$ cat config.mk
export PLATFORM = sky130hd
export DESIGN_NAME = demux_stream_1x4
export DESIGN_NICKNAME = d
export VERILOG_FILES = /design/src/rtl/demux_stream_1x4.sv
export SDC_FILE = /design/constraint.sdc
export NUM_CORES = 1
export LEC_CHECK = 0
export BUFFER_PORTS_ARGS = -buffer_cell sky130_fd_sc_hd__buf_2
export CAP_MARGIN = 0
export CORE_MARGIN = 2
export CORE_UTILIZATION = 50
export DETAILED_ROUTE_END_ITERATION = 10
export GPL_ROUTABILITY_DRIVEN = 1
export PLACE_DENSITY = 0.85
export REMOVE_ABC_BUFFERS = 1
export SLEW_MARGIN = 10
export SYNTH_ARGS = -nofsm -noshare
export SYNTH_HDL_FRONTEND = slang
export SYNTH_SLANG_ARGS = --single-unit
$ cat constraint.sdc
create_clock -name clk_i -period 2.5 [get_ports clk_i]
set_clock_uncertainty 0.15 [all_clocks]
set_input_delay 0.5 -clock clk_i [delete_from_list [all_inputs] [get_ports clk_i]]
set_output_delay 0.5 -clock clk_i [all_outputs]
set_load 0.005 [all_outputs]
$ cat src/rtl/demux_stream_1x4.sv
// Registered 1-to-N valid/ready stream demultiplexer.
// Each output channel has its own one-entry holding register, so a stalled sink only blocks words addressed to it.
module demux_stream_1x4 #(
    parameter int unsigned OUT_NUM = 4,
    parameter int unsigned SEL_NUM = $clog2(OUT_NUM),
    parameter int unsigned DATA_W  = 8
) (
    input  logic                        clk_i,
    input  logic                        rst_i,
    input  logic                        in_valid_i,
    output logic                        in_ready_o,
    input  logic [DATA_W-1:0]           in_data_i,
    input  logic [SEL_NUM-1:0]          in_sel_i,
    output logic [OUT_NUM-1:0]          out_valid_o,
    input  logic [OUT_NUM-1:0]          out_ready_i,
    output logic [OUT_NUM*DATA_W-1:0]   out_data_o,
    output logic                        sel_err_o
);

    logic [OUT_NUM-1:0]             valid_q, valid_d;
    logic [OUT_NUM-1:0][DATA_W-1:0] data_q,  data_d;
    logic                           sel_err_q, sel_err_d;

    logic sel_ok_c;
    logic tgt_valid_c;
    logic tgt_ready_c;
    logic in_ready_c;
    logic accept_c;

    // Look up the addressed channel and decide whether the offered word can be taken.
    always_comb begin
        sel_ok_c    = (int'(in_sel_i) < int'(OUT_NUM));
        tgt_valid_c = 1'b0;
        tgt_ready_c = 1'b0;
        for (int k = 0; k < int'(OUT_NUM); k++) begin
            if (int'(in_sel_i) == k) begin
                tgt_valid_c = valid_q[k];
                tgt_ready_c = out_ready_i[k];
            end
        end
        if (rst_i) begin
            in_ready_c = 1'b0;
        end else if (!sel_ok_c) begin
            in_ready_c = 1'b1;
        end else begin
            in_ready_c = !tgt_valid_c || tgt_ready_c;
        end
        accept_c = in_valid_i && in_ready_c;
    end

    // Per-channel holding register: a load wins over a drain so back-to-back words flow.
    always_comb begin
        valid_d   = valid_q;
        data_d    = data_q;
        sel_err_d = accept_c && !sel_ok_c;
        for (int k = 0; k < int'(OUT_NUM); k++) begin
            if (accept_c && sel_ok_c && (int'(in_sel_i) == k)) begin
                valid_d[k] = 1'b1;
                data_d[k]  = in_data_i;
            end else if (valid_q[k] && out_ready_i[k]) begin
                valid_d[k] = 1'b0;
            end
        end
    end

    always_ff @(posedge clk_i) begin
        if (rst_i) begin
            valid_q   <= '0;
            data_q    <= '0;
            sel_err_q <= 1'b0;
        end else begin
            valid_q   <= valid_d;
            data_q    <= data_d;
            sel_err_q <= sel_err_d;
        end
    end

    assign in_ready_o  = in_ready_c;
    assign out_valid_o = valid_q;
    assign out_data_o  = data_q;
    assign sel_err_o   = sel_err_q;

endmodule

### After elaboration in Yosys (flattened, before gate mapping)

Index checks and enable logic that the tools add are counted.

| storage, ports and cells | value |
|---|---|
| bits in registers | 36 |
| output and inout port bits | 38 |
| input port bits | 17 |

| operators by class | value |
|---|---|
| reductions and logical operators | 16 |
| equality and inequality tests | 3 |
| multiplexer cells | 17 |

Operators with widths:

| kind | count |
|---|---|
| $mux 1 | 17 |
| $logic_and 1x1->1 | 9 |
| $reduce_bool 2->1 | 4 |
| $eq 2x2->1 const B | 2 |
| $eq 2x1->1 const B | 1 |
| $logic_not 2->1 | 1 |
| $logic_not 1->1 | 1 |
| $logic_or 1x1->1 | 1 |

### Depth between registers and ports, before layout

Gate-level depths: netlist of the first run.

| depth | value |
|---|---|
| depth after elaboration | 11 |
| depth in mapped cells | 6 |
| gate-level depth less buffers | 3 |

### Worst setup path after synthesis of the first run

OpenSTA, ideal clock, no wires.

| timing path | value |
|---|---|
| kind | input-to-output |
| start | input port out_ready_i[1] |
| end | output port in_ready_o |
| stages | 4 |
| data required time | 1.850 ns |
| buffers on the path | 1 |
| arrival | 1.314 ns |
| path slack | 0.536 ns |
| path through | nor2b_1 -> clkbuf_1 -> mux4_1 -> nor2_1 |

| on the way | value |
|---|---|
| longest elaborated chain between the ends | 5 |

RTL lines:

| item | line | source |
|---|---|---|
| start: declaration | 15 | `input logic [OUT_NUM-1:0] out_ready_i,` |
| $mux 1 (3 in a row) | 36 | `if (int'(in_sel_i) == k) begin` |
| $logic_or 1x1->1 | 46 | `in_ready_c = !tgt_valid_c \|\| tgt_ready_c;` |
| $mux 1 | 41 | `if (rst_i) begin` |
| end: declaration | 11 | `output logic in_ready_o,` |

Every way passes these cells.

### Final worst setup path of the first run

| timing path | value |
|---|---|
| start | register valid_q[0], in the netlist out_valid_o[0] |
| end | output port in_ready_o |

| on the way | value |
|---|---|
| longest elaborated chain between the ends | 7 |

RTL lines:

| item | line | source |
|---|---|---|
| start: declaration | 20 | `logic [OUT_NUM-1:0] valid_q, valid_d;` |
| start signal: assignment | 72 | `valid_q <= valid_d;` |
| $mux 1 (4 in a row) | 36 |  |
| $logic_not 1->1 | 46 |  |
| $logic_or 1x1->1 | 46 |  |
| $mux 1 | 41 |  |

Every way passes these cells.

==> impl_results.md, run 1 <==
- Hold-fix buffers at CTS: 0
- Pins Over Slew Limit: 0
- # diodes: 0
- Largest net degree at the start of global routing: 36
- Net total in the final layout: 242
- First-pass GRT wire length: 7.02 mm
- Vias: 1651
- First-pass DRT Iterations: 5
- Number of placed cells counting well taps: 262
- Maximum clock rate: 426 MHz
- WP data arrival: 1.70 ns
- Largest cells by area after synthesis: dfxtp_1 (44%), nand4_1 (12%), o311ai_0 (7.5%)
- Number of library cell types mapped by synthesis: 25
- Crit-path max cell delay: 0.49 ns
- Port Buf Inserts: 53
- Cell breakdown of the critical path: nor2b_1 -> mux4_1 -> nor2_1 -> buf_2
- Global router's overall resource usage: 0.255
- Final cell count without fillers: 269
- Slowest stage cell on the critical path: nor2b_1
- Count of mapped cells out of synthesis: 184
- CP Buf/Inv Count: 1
- Avg Inst Size Synth: 8.87 µm²
- Sum of overflow across all layers after global routing: 0
- Final Hold Fails: 0
- I/O pin count: 55
- Iter 0 DRT Violations: 126
- Worst slew slack as a fraction of its limit: 0.616
- Category of the worst setup path launch point: flop
- Post-route DRC violation count: 0
- DIE HEIGHT: 61.1 µm
- Final setup vio count: 0
- Unrepaired setup endpoints after global routing: false
- Routability Congestion: 0.794
- Biggest area consumer among synthesized cells: dfxtp_1
- Wire length reported by the detailed router: 4.40 mm
- Min-delay src: rst_i
- Area Overhead vs Synth: 19.2%
- Final Cycle Share: 0.939
- R2R Path Start: out_valid_o[0]
- Worst Path Required: 1.85 ns
- Power density over cell area: 552 nW/µm²
- Outcome: finished clean
- EDFF count, synth: 0
- Yosys reg bits: 36
- Actual slew at the worst max-slew pin: 0.574 ns
- Number of buffers created by CTS: 5
- Yosys synthesis warning count: 0
- Endpoint kind of the worst setup timing path: output port
- Drt wl/cell: 16.3 µm
- Clock buffer depth: 2
- Fraction of layout instances using a drive strength above 1: 0.316
- Maxcap violations: 0
- Total Negative Setup Slacks: 0 ns
- Class of the worst hold path: in2reg
- Chip Width: 61.1 µm
- Post-synthesis async set-or-reset flop share: 0
- Number of H-tree levels: 2
- CTS tree: done
- Per-cell via count in the routed design: 6.14
- Most instantiated flip-flop cell in the synthesis netlist: dfxtp_1
- Layout fillers: 281
- Top cell type's share of synthesized area: 0.442
- Initial antenna violation count: 0
- Core area: 3080 µm²
- Max VDD drop: 0.271 mV
- Sequential share of the synthesized area: 0.442
- Static leakage power: 0.867 nW
- Kind of critical path: reg2out
- Number of instances resized during post-cts repair: 0
- Starting density of the core: 0.530
- Reg clk slew, reported paths: 0.11 ns
- Vias in the first global route: 1433
- Number of nets still failing antenna checks after routing: 0
- Die area: 3740 µm²
- Min Clock Period, post-route: 2.35 ns
- Num Clock Sinks: 36
- HPWL Detailed: 2.92 mm
- Post-Syn Area: 1630 µm²
- Clock latency reported for the late side of the worst-skew pair: 0.34 ns
- Largest fanout of any net on the critical path: 9
- Number of buffers added for setup after CTS: 0
- Critical path startpoint: out_valid_o[0]
- Cell family with the largest share of critical-path delay: simple AND/OR/NAND/NOR gates
- Number of placement rows: 20
- Cell at the root of the clock tree: clkbuf_4
[kinds of logic after synthesis]
kind of cell           share of synthesized area
AND/OR/NAND/NOR                            0.231
AO/OA/AOI/OAI                              0.221
flip-flops                                 0.442
buffers and inverters                     0.0882
multiplexers                              0.0161
other                                    0.00230
[final timing paths]
check / slack, ns / depth (start not counted) / to
worst max register to register: 1.09 / 3 / out_data_o[2]
worst min-delay path: 0.27 / 2 / out_valid_o[2]
worst max-delay path: 0.15 / 4 / in_ready_o
worst min register to register: 0.32 / 2 / out_data_o[5]
[metrics by stage]
step	utilization	setup WS (ns)	power (mW)	hold slack [ns]	area (µm²)
2_1_floorplan	-	0.641	0.658	0.308	1500
3_3_place_gp	0.609	0.256	0.733	0.306	1880
3_5_place_dp	0.609	0.210	0.735	0.305	1880
4_1_cts	0.630	0.0375	1.07	0.257	1940
5_1_grt	0.632	0.0326	1.12	0.271	1950
6_report	0.632	0.152	1.07	0.273	1950
[report_power, final]
group          internal, mW  leakage, nW  switching, mW  total (mW)
sequential            0.590        0.292        0.00858       0.599
combinational        0.0460        0.537         0.0798       0.126
clock                 0.159       0.0374          0.191       0.350
[final cells by class]
class                   instances  area (µm²)  area share
multi-input cells             119         772       0.397
flip-flops and latches         36         721       0.370
repair buffers                 61         325       0.167
clock buffers                   7        65.1      0.0334
well taps                      44        55.1      0.0283
inverters                       2        7.51     0.00386
[worst register-to-register path, cell delays in order (launching register included)]
cell      delay (ns)
dfxtp_1         0.36
nor2b_1         0.49
o311ai_0        0.24
nand2_1         0.11
[synthesized netlist by cell type (2+ instances only)]
cell type	count
dfxtp_1	36
buf_6	2
nand2b_1	4
nand3_1	2
o311ai_1	2
nand3b_1	3
nor2b_1	4
a21oi_1	20
clkbuf_1	15
buf_2	4
nand4_1	32
o311ai_0	14
buf_1	4
o31ai_1	16
nand2_1	16
[placed cells by master, fill, tap and decap left out, types with 2 or more instances in the layout]
master | Yosys | routed
a21oi_1 | 20 | 20
buf_2 | 4 | 53
buf_4 | 1 | 8
clkbuf_4 | 0 | 5
clkbuf_8 | 0 | 2
dfxtp_1 | 36 | 36
nand2_1 | 16 | 16
nand2b_1 | 4 | 4
nand3_1 | 2 | 2
nand3b_1 | 3 | 3
nand4_1 | 32 | 32
nor2b_1 | 4 | 2
nor2b_2 | 0 | 2
o311ai_0 | 14 | 14
o311ai_1 | 2 | 2
o31ai_1 | 16 | 16
[routing by layer]
| layer | up-vias | GRT usage | wire length (µm) |
|---|---|---|---|
| li1 | 788 | - | - |
| met1 | 771 | 0.375 | 1850 |
| met2 | 87 | 0.359 | 2010 |
| met3 | 5 | 0.0798 | 486 |
| met4 | 0 | 0.0714 | 50 |
| met5 | - | 0 | 0 |
[state kept, by name, indices dropped and copies added (netlist names)]
signal / flops
out_data_o: 32
out_valid_o: 4
Power figures use the tool's default switching activity.
==> run 2, diff against run 1 <==
==> constraint.sdc (replaced) <==
create_clock -name clk_i -period 2.5 [get_ports clk_i]
set_clock_uncertainty 0.15 [all_clocks]
set_input_delay 0.25 -clock clk_i [delete_from_list [all_inputs] [get_ports clk_i]]
set_output_delay 0.25 -clock clk_i [all_outputs]
set_load 0.005 [all_outputs]
==> run 2 against run 1 <==
- maximum frequency up 9.4%
- clock power is 8.3% lower
- final area down 1.4%
- utilization fell by 0.85 points
- setup slack better by 0.20 ns
- via count is 0.79% lower
- sequential power about the same
- critical path type unchanged
- highest routed layer unchanged
==> impl_results.md, run 2 (same netlist as run 1, synthesis figures left out) <==
- Final Hold Fails: 0
- Final Cycle Share: 0.859
- Commonest cells after routing, fill and taps aside: buf_2 (53), dfxtp_1 (36), nand4_1 (32), a21oi_1 (20)
- Unrepaired setup endpoints after global routing: false
- Number of buffers added for setup after CTS: 0
- Worst slew slack as a fraction of its limit: 0.584
- Port Buf Inserts: 53
- Kind of critical path: reg2out
- Num Clock Sinks: 36
- Pins Over Slew Limit: 0
- Sum of overflow across all layers after global routing: 0
- Drt wl/cell: 15.8 µm
- Post-route DRC violation count: 0
- Static leakage power: 0.853 nW
- Reg clk slew, reported paths: 0.11 ns
- First-pass GRT wire length: 6.57 mm
- Routability Congestion: 0.840
- Maxcap violations: 0
- CTS tree: done
- Min Clock Period, post-route: 2.15 ns
- Maximum clock rate: 466 MHz
- First-pass DRT Iterations: 4
- Final instance area: 1920 µm²
- Vias: 1638
- Fraction of layout instances using a drive strength above 1: 0.295
- Iter 0 DRT Violations: 147
- Worst Path Required: 2.10 ns
- Critical path startpoint: out_valid_o[1]
- Vias in the first global route: 1396
- Number of instances resized during post-cts repair: 0
- Hold-fix buffers at CTS: 0
- R2R Path Start: out_valid_o[1]
- Area Overhead vs Synth: 17.6%
- Total Negative Setup Slacks: 0 ns
- Per-cell via count in the routed design: 6.11
- Chip Width: 61.1 µm
- Net total in the final layout: 240
- Outcome: finished clean
- Placed cell area: 1860 µm²
- Global router's overall resource usage: 0.238
- Die area: 3740 µm²
- Number of buffers created by CTS: 5
- Clock buffer depth: 2
- Final setup vio count: 0
- WP data arrival: 1.75 ns
- Starting density of the core: 0.530
- HPWL Detailed: 2.90 mm
- Post-placement worst setup slack: 0.709 ns
- Number of placement rows: 20
- Largest fanout of any net on the critical path: 9
- Clock latency reported for the late side of the worst-skew pair: 0.33 ns
- Cell at the root of the clock tree: clkbuf_4
- Minimum hold slack: 0.0316 ns
- Power density over cell area: 543 nW/µm²
- Class of the worst hold path: in2reg
- Largest net degree at the start of global routing: 22
- Core area: 3080 µm²
- Actual slew at the worst max-slew pin: 0.622 ns
- Wire length reported by the detailed router: 4.23 mm
- Number of nets still failing antenna checks after routing: 0
- Initial antenna violation count: 0
- # diodes: 0
- Final WS setup: 0.353 ns
- Endpoint kind of the worst setup timing path: output port
- Most common cell after layout, fill and taps aside: buf_2
- Category of the worst setup path launch point: flop
- Min-delay src: rst_i
- Number of flip-flops under the largest register name: 32
- I/O pin count: 55
- DIE HEIGHT: 61.1 µm
- Number of H-tree levels: 2
- Max VDD drop: 0.392 mV
[run 2: per-layer routing]
metal  up-vias  GRT usage  share of wire
met5         -          0              0
met4         0     0.0714          0.011
met3         7     0.0567          0.096
met2        90      0.356           0.45
met1       758      0.342           0.44
li1        783          -              -
[run 2: critical path, cell delays in order (launching register included)]
cell     delay [ns]
dfxtp_1        0.35
nor2b_1        0.53
mux4_1         0.36
nor2_1         0.05
buf_2          0.13
[run 2: worst paths after layout]
path | end | slack (ns) | cells after the start
hold reg to reg | out_data_o[5] | 0.33 | 2
setup / recovery | in_ready_o | 0.35 | 4
hold / removal | out_valid_o[2] | 0.03 | 2
setup reg to reg | out_data_o[8] | 1.09 | 3
[run 2: final cells by class]
cell class,count,area (µm²)
fillers,297,1160
inverters,2,7.51
flip-flops and latches,36,721
clock buffers,8,58.8
repair buffers,59,310
multi-input cells,119,767
well taps,44,55.1
[run 2: metrics by stage]
stage | power (mW) | std cells | util
detailed placement | 0.732 | 260 | 0.604
CTS | 1.05 | 268 | 0.624
floorplan | 0.658 | 157 | -
global placement | 0.730 | 260 | 0.604
finish | 1.04 | 268 | 0.624
global route | 1.09 | 268 | 0.624
[run 2: where the power goes]
part	switching (mW)	internal, mW	total (mW)
clock network	0.182	0.139	0.321
registers	0.00824	0.590	0.599
logic	0.0789	0.0440	0.123
total	0.269	0.773	1.04
==> run 3, diff against run 2 <==
Settings changed: CORE_MARGIN 2 to not set.
==> run 3 against run 2 <==
- clock power rose by 27%
- first-iteration DRC count fell by 46%
- sequential share of layout area barely moved
- non-clock buffer count fell by 2
- total power rose by 8.1%
- final area rose by 0.13%
==> impl_results.md, run 3 (same netlist as run 1, synthesis figures left out) <==
- Kind of critical path: reg2out
- Reg clk slew, reported paths: 0.12 ns
- Initial antenna violation count: 0
- Area Overhead vs Synth: 17.8%
- Worst slew slack as a fraction of its limit: 0.565
- Drt wl/cell: 15.6 µm
- Cell at the root of the clock tree: clkbuf_4
- Vias: 1621
- Endpoint kind of the worst setup timing path: output port
- Final instance area: 1920 µm²
- Routability Congestion: 0.825
- Number of buffers added for setup after CTS: 0
- Largest net degree at the start of global routing: 27
- Number of placement rows: 20
- # diodes: 0
- Port Buf Inserts: 53
- Number of H-tree levels: 2
- Number of buffers created by CTS: 5
- Placed cell area: 1850 µm²
- Final Cycle Share: 0.877
- First-pass DRT Iterations: 4
- Power density over cell area: 586 nW/µm²
- Starting density of the core: 0.530
- Worst Path Required: 2.10 ns
- Number of instances resized during post-cts repair: 0
- Final Hold Fails: 0
- Detailed-routing wirelength on met1: 1.90 mm
- Core area: 3080 µm²
- Die area: 3500 µm²
- Clock latency reported for the late side of the worst-skew pair: 0.35 ns
- Final cell count without fillers: 266
- CTS tree: done
- First-pass GRT wire length: 6.72 mm
- Per-cell via count in the routed design: 6.09
- Number of placed cells counting well taps: 258
- Pins Over Slew Limit: 0
- Net total in the final layout: 238
- Sum of overflow across all layers after global routing: 0
- Vias in the first global route: 1427
- HPWL Detailed: 2.83 mm
- Number of nets still failing antenna checks after routing: 0
- WP data arrival: 1.79 ns
- Uppermost layer routed: met4
- Most common cell after layout, fill and taps aside: buf_2
- Hold-fix buffers at CTS: 0
- I/O pin count: 55
- Maxcap violations: 0
- Total Negative Setup Slacks: 0 ns
- Global router's overall resource usage: 0.256
- Final setup vio count: 0
- Iter 0 DRT Violations: 79
- Number of flip-flops under the largest register name: 32
- Final WS setup: 0.308 ns
- Class of the worst hold path: in2reg
- Fraction of layout instances using a drive strength above 1: 0.293
- Wire length on met2: 1.85 mm
- Commonest cells after routing, fill and taps aside: buf_2 (53), dfxtp_1 (36), nand4_1 (32), a21oi_1 (20)
- DIE HEIGHT: 59.1 µm
- Unrepaired setup endpoints after global routing: false
- Static leakage power: 0.852 nW
- Min Clock Period, post-route: 2.19 ns
- Outcome: finished clean
- Post-placement worst setup slack: 0.624 ns
- DR WL met3: 363 µm
- Num Clock Sinks: 36
- Largest fanout of any net on the critical path: 9
- Actual slew at the worst max-slew pin: 0.651 ns
- Chip Width: 59.1 µm
- Category of the worst setup path launch point: flop
- Max VDD drop: 0.469 mV
- Post-route DRC violation count: 0
- Maximum clock rate: 456 MHz
- Wire length reported by the detailed router: 4.15 mm
- Clock buffer depth: 2
==> run 3: changes by cell type in the layout (fill, tap and decap cells not counted), sizes merged <==
cell and delta:
buf -2, clkbuf -2, bufinv +1, clkinv +1
==> run 3: worst paths after layout <==
path,from,endpoint,slack [ns],depth (start not counted)
setup / recovery,out_valid_o[3],in_ready_o,0.31,4
hold / removal,in_data_i[6],out_data_o[6],0.03,3
setup reg to reg,out_valid_o[3],out_data_o[27],1.04,3
hold reg to reg,out_data_o[6],out_data_o[6],0.32,2
==> run 3: critical path, cell delays in order, from the launching register on <==
cell and delay [ns]:
dfxtp_1 0.36, nor2b_1 0.55, mux4_1 0.35, nor2_1 0.05, buf_2 0.15
==> run 3: routing by layer <==
metal,GRT usage,up-vias
met5,0,-
met4,0.0986,0
met3,0.0611,7
met2,0.369,86
met1,0.371,748
li1,-,780
==> run 3: per-stage QoR <==
step | util | hold slack (ns) | total power [mW]
after CTS | 0.624 | 0.0330 | 1.12
after detailed placement | 0.600 | 0.310 | 0.729
after floorplan | - | 0.169 | 0.658
final | 0.624 | 0.0318 | 1.13
after global placement | 0.600 | 0.310 | 0.727
after global routing | 0.624 | 0.0288 | 1.17
==> run 3: layout make-up <==
class | instances | area (µm²)
clock inverter | 2 | 35.0
multi-input combinational | 119 | 767
tap | 44 | 55.1
inverter | 2 | 7.51
timing repair buffer | 57 | 295
clock buffer | 6 | 41.3
fill | 271 | 1160
sequential | 36 | 721
==> run 3: report_power, final <==
part	internal [mW]	leakage (nW)	total [mW]	switching (mW)
clock network	0.210	0.0422	0.409	0.199
logic	0.0424	0.518	0.119	0.0764
registers	0.590	0.292	0.599	0.00872
